`config.mk`:
```
export PLATFORM = sky130hd
export DESIGN_NAME = rr_msb_arbiter
export DESIGN_NICKNAME = d
export VERILOG_FILES = /design/src/rtl/arb_pkg.sv /design/src/rtl/msb_find.sv /design/src/rtl/rr_msb_arbiter.sv
export SDC_FILE = /design/constraint.sdc
export NUM_CORES = 1
export LEC_CHECK = 0
export ABC_CLOCK_PERIOD_IN_PS = 6700
export CORE_MARGIN = 8
export CORE_UTILIZATION = 50
export CTS_CLUSTER_DIAMETER = 80
export DETAILED_ROUTE_END_ITERATION = 10
export GPL_TIMING_DRIVEN = 0
export PLACE_DENSITY = 0.88
export SLEW_MARGIN = 20
export SYNTH_ARGS = -nofsm -noshare
export SYNTH_HDL_FRONTEND = slang
export SYNTH_HIERARCHICAL = 1
export SYNTH_SLANG_ARGS = --single-unit
```
`constraint.sdc`:
```
create_clock -name clock -period 6.7 [get_ports clock]
set_input_delay 1.005 -clock clock [delete_from_list [all_inputs] [get_ports clock]]
set_output_delay 1.005 -clock clock [all_outputs]
set_load 0.01 [all_outputs]
```
`src/rtl/arb_pkg.sv`:
```
// ============================================================
// arb_pkg : shared types, defaults and mask helper for the arbiter
// Rev 1.0 : initial release
// ============================================================
`default_nettype none

package arb_pkg;

  localparam int DEF_N        = 8;
  localparam int DEF_MAX_HOLD = 16;
  localparam int MAXN         = 32;

  typedef enum logic [0:0] {
    IDLE = 1'b0,
    BUSY = 1'b1
  } state_t;

  // Mask of all indices strictly below idx; callers truncate to their own width.
  function automatic logic [MAXN-1:0] mask_below(input int unsigned idx);
    return (MAXN'(1) << idx) - MAXN'(1);
  endfunction

endpackage

`default_nettype wire

```
`src/rtl/msb_find.sv`:
```
// ============================================================
// msb_find : index of the highest set bit of vec, plus any-set flag
// Rev 1.0 : initial release
// ============================================================
`default_nettype none

module msb_find #(
  parameter int N    = 8,
  parameter int IDXW = $clog2(N)
) (
  input  logic [N-1:0]    vec,
  output logic [IDXW-1:0] idx,
  output logic            any
);

  // Ascending scan: the last set bit seen overwrites earlier ones.
  always_comb begin
    idx = '0;
    any = 1'b0;
    for (int i = 0; i < N; i++) begin
      if (vec[i]) begin
        idx = IDXW'(i);
        any = 1'b1;
      end
    end
  end

endmodule

`default_nettype wire

```
`src/rtl/rr_msb_arbiter.sv`:
```
// ============================================================
// rr_msb_arbiter : downward-rotating round-robin arbiter with hold timeout
// Rev 1.0 : initial release
// ============================================================
`default_nettype none

module rr_msb_arbiter
  import arb_pkg::*;
#(
  parameter int N        = DEF_N,
  parameter int MAX_HOLD = DEF_MAX_HOLD,
  parameter int IDXW     = $clog2(N)
) (
  input  logic            clock,
  input  logic            resetn,
  input  logic [N-1:0]    req,
  input  logic            done,
  output logic [N-1:0]    grant,
  output logic [IDXW-1:0] grant_idx,
  output logic            grant_valid
);

  localparam int HW = $clog2(MAX_HOLD);

  state_t          state;
  logic [IDXW-1:0] last_idx;
  logic [HW-1:0]   hold_cnt;

  logic [N-1:0]    mask_lo;
  logic [N-1:0]    masked;
  logic [IDXW-1:0] masked_idx;
  logic [IDXW-1:0] req_idx;
  logic            masked_any;
  logic            req_any;
  logic [IDXW-1:0] winner;
  logic            release_now;

  assign mask_lo = N'(mask_below(32'(last_idx)));
  assign masked  = req & mask_lo;

  msb_find #(.N(N), .IDXW(IDXW)) u_find_masked (
    .vec (masked),
    .idx (masked_idx),
    .any (masked_any)
  );

  msb_find #(.N(N), .IDXW(IDXW)) u_find_req (
    .vec (req),
    .idx (req_idx),
    .any (req_any)
  );

  // Prefer requesters below the last winner; wrap to the top otherwise.
  assign winner = masked_any ? masked_idx : req_idx;

  assign release_now = done || !req[grant_idx] || (hold_cnt == HW'(MAX_HOLD - 1));

  always_ff @(posedge clock or negedge resetn) begin
    if (!resetn) begin
      state       <= IDLE;
      grant       <= '0;
      grant_idx   <= '0;
      grant_valid <= 1'b0;
      last_idx    <= '0;
      hold_cnt    <= '0;
    end else begin
      case (state)
        IDLE: begin
          if (req_any) begin
            state       <= BUSY;
            grant       <= N'(1) << winner;
            grant_idx   <= winner;
            grant_valid <= 1'b1;
            last_idx    <= winner;
            hold_cnt    <= '0;
          end
        end
        BUSY: begin
          // grant_idx is left untouched on release.
          if (release_now) begin
            state       <= IDLE;
            grant       <= '0;
            grant_valid <= 1'b0;
            hold_cnt    <= '0;
          end else begin
            hold_cnt <= hold_cnt + HW'(1);
          end
        end
        default: begin
          state       <= IDLE;
          grant       <= '0;
          grant_valid <= 1'b0;
          hold_cnt    <= '0;
        end
      endcase
    end
  end

endmodule

`default_nettype wire

```
==> run_results.csv <==
group,metric,value,unit
sta,slew_viol_final,0,
clock_tree,clkSinkCount,17,
drt,wl,2.61,mm
cells_and_area,final_cell_mix,"clkdlybuf4s50_1, dfrtp_1, nor2_1, nand2_1, mux2i_1",
cells_and_area,drive_above_1_share,0.107,
global_route,grt_pass1_wl,4.53,mm
worst_setup_path,rr_endpoint,"grant[7]",
power,power.leakage,0.620,nW
sta,max_freq,295,MHz
synth,avgSynthCellArea,9.10,um^2
worst_setup_path,worst_setup_path_start_kind,"register",
synth,yosysSeqAreaShare,0.380,
worst_setup_path,crit_arrival,3570,ps
global_route,track_usage,0.133,
clock_tree,htree_levels,1,
global_route,grt_remaining_overflow,0,
cells_and_area,antennaDiodeCount,0,
global_route,grt_pass1_vias,1033,
floorplan,fp-row-count,17,
floorplan,die_area,4010,um^2
synth,syn_area,1120,um^2
clock_tree,post-cts-setup-buffers,0,
job,maxCapViolCount,0,
sta,tightest_slew,722,ps
sta,hold_viol_final,0,
global_route,grt_max_degree,18,
min_path,hold_class,"register to register",
synth,synth_top_family_by_area,"simple AND/OR/NAND/NOR gates",
synth,synthArstFlopShare,1.00,
floorplan,ios,23,
clock_tree,clockBufferDepth,2,
place,dpl_worst_slack,3340,ps
power,vdd_ir_drop_max,0.253,mV
drt,wire_per_inst,14.7,um
floorplan,core,2170,um^2
synth,synthCells,123,
clock_tree,cts_tree,"done",
worst_setup_path,critPathKind,"register to register",
cells_and_area,areaGrowthSynthToFinish,25.8,%
floorplan,start_util,0.516,
status,status,"finished clean",
sta,max-slew-margin-rel,0.517,
cells_and_area,fill_cells,197,
drt,drt_iter0_drc,45,
cells_and_area,fin_area,1410,um^2
floorplan,dieHeight,63.3,um
clock_tree,cts-root-buf,"clkbuf_4",
clock_tree,clk_latency,290,ps
place,place.gp.congestion,0.892,
synth,synth-compound-area-share,0.219,
synth,synthAdderAreaFrac,0.0223,
worst_setup_path,crit_required,6880,ps
synth,synth_ff_type,"dfrtp_1",
min_path,min_to,"grant[3]",
clock_tree,cts_hold_buf,0,
synth,synthXorXnorAreaFrac,0.0156,
synth,ys_ff_latch,17,
place,place_area,1380,um^2
sta,worst_slack,3310,ps
power,power-per-cell-area,398,nW/um^2
clock_tree,path_clk_slew,110,ps
sta,period_needed,3390,ps
drt,vias,1003,
min_path,holdPathStages,1,
worst_setup_path,ff2ff_setup_slack,3310,ps
worst_setup_path,crit_path_end_kind,"register",
cells_and_area,layout.nets,164,
worst_setup_path,r2r_start,"last_idx[2]",
drt,drc,0,
sta,worst_clock_skew,12.1,ps
synth,synth.area.mux_share,0.0715,
synth,synth_edf_count,0,
sta,setup_tns,0,ps
synth,yosys.area_share.simple,0.221,
worst_setup_path,crit_fanout,10,
synth,yosysUniqueCellTypes,39,
global_route,grt_antenna_before_repair,0,
floorplan,die_x,63.3,um
place,dp_hpwl,2.01,mm
drt,drtAntennaViolNets,0,
min_path,hold_start,"grant[3]",
drt,drt-pass1-iter-count,4,
drt,viasPerCell,5.63,
sta,post-route-period-util,0.506,
clock_tree,cts_resized,0,
cells_and_area,final_common_cell,"clkdlybuf4s50_1",
place,portBuffers,22,
clock_tree,cts_buffers,3,
sta,setup_viol,0,
sta,hold_ws,501,ps
worst_setup_path,rr_worst_depth,12,
synth,synth_warnings,6,
sta,grt_setup_unrepaired,"false",
routing by layer:
metal,part of all wire,GRT usage,vias to the layer above
met5,0,0,-
met4,0.011,0.0474,0
met3,0.080,0.0530,4
met2,0.47,0.219,28
met1,0.43,0.151,478
li1,-,-,493
per-stage QoR:
step,cells,total power [mW],util
finish,178,0.561,0.649
global route,178,0.606,0.649
CTS,178,0.564,0.649
detailed placement,174,0.506,0.636
global placement,174,0.494,0.636
floorplan,124,0.395,-
worst max path at each step:
stage	startpoint	endpoint	depth (start not counted)	slack, ps
global route	last_idx[2]	grant[5]	12	3040
global placement	last_idx[2]	grant[5]	12	3470
CTS	last_idx[2]	grant[7]	12	3320
finish	last_idx[2]	grant[7]	12	3310
detailed placement	last_idx[2]	grant[7]	12	3340
floorplan	last_idx[2]	grant[5]	12	3690
Yosys cell counts (2+ instances only):
cell | n | share of area
nand4_1 | 3 | 0.017
inv_1 | 6 | 0.020
nand2_1 | 14 | 0.047
o2bb2ai_1 | 4 | 0.031
o21ai_0 | 6 | 0.027
a21oi_1 | 4 | 0.018
and2_1 | 4 | 0.022
nand3_1 | 3 | 0.013
dfrtp_1 | 17 | 0.38
xnor2_1 | 2 | 0.016
a32o_1 | 4 | 0.036
buf_6 | 2 | 0.020
nor2_1 | 14 | 0.047
ha_1 | 2 | 0.022
o31ai_1 | 4 | 0.027
clkinv_1 | 2 | 0.0067
nand2b_1 | 3 | 0.017
mux2i_1 | 8 | 0.072
state kept, by name, summed over array words and instances, names as in the netlist:
register     count
state            1
hold_cnt         4
grant_valid      1
last_idx         3
grant            8
power by group:
part / internal, mW / leakage [nW] / total (mW) / switching (mW)
Combinational: 0.160 / 0.384 / 0.339 / 0.178
Clock: 0.0227 / 0.0139 / 0.0551 / 0.0324
Sequential: 0.135 / 0.222 / 0.167 / 0.0320
Total: 0.318 / 0.620 / 0.561 / 0.243
kinds of logic (layout without fill, tap and decap cells):
kind of cell / Yosys count / in the layout
and+or+nand+nor: 48 / 48
AOI/OAI and AO/OA: 32 / 32
DFF: 17 / 17
buffers and inverters: 13 / 39
muxes: 8 / 8
adders and majority gates: 2 / 2
xor gates and xnor gates: 2 / 2
other: 1 / 2
critical path, stage by stage (launching register included):
cell and delay [ps]:
dfrtp_1 420, clkbuf_8 170, or3_2 480, ha_1 190
clkbuf_1 180, xnor2_1 170, nand3_1 90, a21boi_0 300
nor2_1 150, nand4_1 190, mux2i_1 490, inv_1 150
a32o_1 280
layout make-up:
cell class / count / area (um^2) / share of cell area
tap: 28 / 35.0 / 0.0249
inverter: 8 / 30.0 / 0.0213
clock inverter: 1 / 7.51 / 0.00533
multi-input combinational: 94 / 623 / 0.442
timing repair buffer: 22 / 220 / 0.156
sequential: 17 / 425 / 0.302
clock buffer: 3 / 22.5 / 0.0160
buffer: 5 / 45.0 / 0.0320
Note: power is estimated with default switching activity, not from simulation.
==> patch, RTL diff (same flow settings) <==
Make the reset (`resetn`) synchronous in one clocked block.
--- a/src/rtl/rr_msb_arbiter.sv
+++ b/src/rtl/rr_msb_arbiter.sv
@@ -55,7 +55,7 @@
 
   assign release_now = done || !req[grant_idx] || (hold_cnt == HW'(MAX_HOLD - 1));
 
-  always_ff @(posedge clock or negedge resetn) begin
+  always_ff @(posedge clock) begin
     if (!resetn) begin
       state       <= IDLE;
       grant       <= '0;
Function: differs if resetn is asserted again (counterexample within 4 cycles, from zero or initial values and one cycle with resetn low); with resetn held inactive, the same outputs for 10 cycles.
==> patch against the original RTL <==
- wire length grew 9.6%
- synthesized area grew 6.4%
- critical path type unchanged
- largest cell class unchanged
- maximum frequency is 7.4% higher
- cell area is 4.9% higher
- critical path depth rose by 3
- synthesized cell count grew 26%
- count of clock-buffer cells in the layout unchanged
- setup slack better by 230 ps
- sequential cell count is the same
- sequential share of layout area shrank 7.2 points
Power is not compared: it rests on default switching activity, and its combinational part moved more than twofold at a synthesized area within 25%.
==> patch: results (changes against the original RTL) <==
metric	value	unit	change
vias per inst	5.648		+0.23%
Hold Slack	470.5	ps	-30.20 ps
Crit Reg-Reg Startpoint	last_idx[0]		
layout cell share with drive strength beyond 1	8.791	%	-1.9 points
routability cong.	0.8471		-5.1%
Slowest-stage cell, CP	or4b_2		
placed cell count	206		+18%
Hold Crit Endpoint	grant[0]		
Post-synth ARST share	0	%	-100 points
WL met2	1454	microns	+17%
FILL cells	188		-4.6%
GR Util met3	2.921	%	-2.4 points
via count	1186		+18%
Fin Clk Skew	1.636	ps	-10.42 ps
number of DRC markers in iteration 0	68		+51%
syn avg cell area	7.685	sq um	-16%
sequential element share of the synthesized area	28.57	%	-9.4 points
Min Clock Period, post-route	3159	ps	-232.8 ps
Final #Nets	196		+20%
routed wl met3	120	microns	-43%
Synth Flop Type	dfxtp_1		
Peak supply drop	152.3	uV	
crit-path max cell delay	630	ps	+140 ps
area grow syn2layout	24.05	%	
Register-to-Register Path Depth	15		+3
arrival time at the worst endpoint	3370	ps	-200 ps
final antenna diode count	0		unchanged
Reg-to-Reg End	grant[3]		
hold_sp	grant[0]		
first-pass GRT wire length	5043	microns	+11%
dpl ws	3440	ps	+95.17 ps
Synth area leaders	dfxtp_1 (29%), o31ai_1 (8.2%), nand3_1 (6.7%)		
Worst slew margin	63.53	%	+12 points
vias in the first global route	1123		+8.7%
P_clk	0.0549	mW	
hold path cells	2		+1
GRT Util Overall	14.46	%	+1.2 points
met2 usage	26.09	%	+4.2 points
HPWL Detailed	2293	microns	+14%
placed instance area	1450	sq um	+5.2%
status	completed		
final WL	2862	microns	+9.6%
Synth cell types	37		-5.1%
postcts setup bufs	0		unchanged
DRT met1 WL	1257	microns	+11%
H-Tree Depth	1		unchanged
==> patch: changes by cell type in the layout (fill, tap and decap cells not counted), sizes merged, moves of 9 or more <==
| cell | before | now |
|---|---|---|
| dfxtp | 0 | 17 |
| nand3 | 3 | 17 |
| o31ai | 4 | 13 |
| inv | 6 | 15 |
| dfrtp | 17 | 0 |
==> patch: cells by family (layout without fill, tap and decap cells) <==
logic type / after synthesis / count (layout) / share of synthesized area (%)
simple gates: 62 / 62 / 26.68
compound gates: 38 / 38 / 24.89
buf+inv: 25 / 51 / 9.033
flops: 17 / 17 / 28.57
mux: 8 / 8 / 6.933
fa+ha+maj: 2 / 2 / 2.101
xor+xnor: 2 / 2 / 1.471
other cells: 1 / 2 / 0.3148
==> patch: final cells by class <==
class	count	area share (%)
plain buffers	8	2.964
clock buffers	3	1.524
clock inverters	1	0.3387
inverters	17	4.318
multi-input cells	114	50.55
flip-flops and latches	17	23.03
well taps	28	2.371
repair buffers	22	14.90
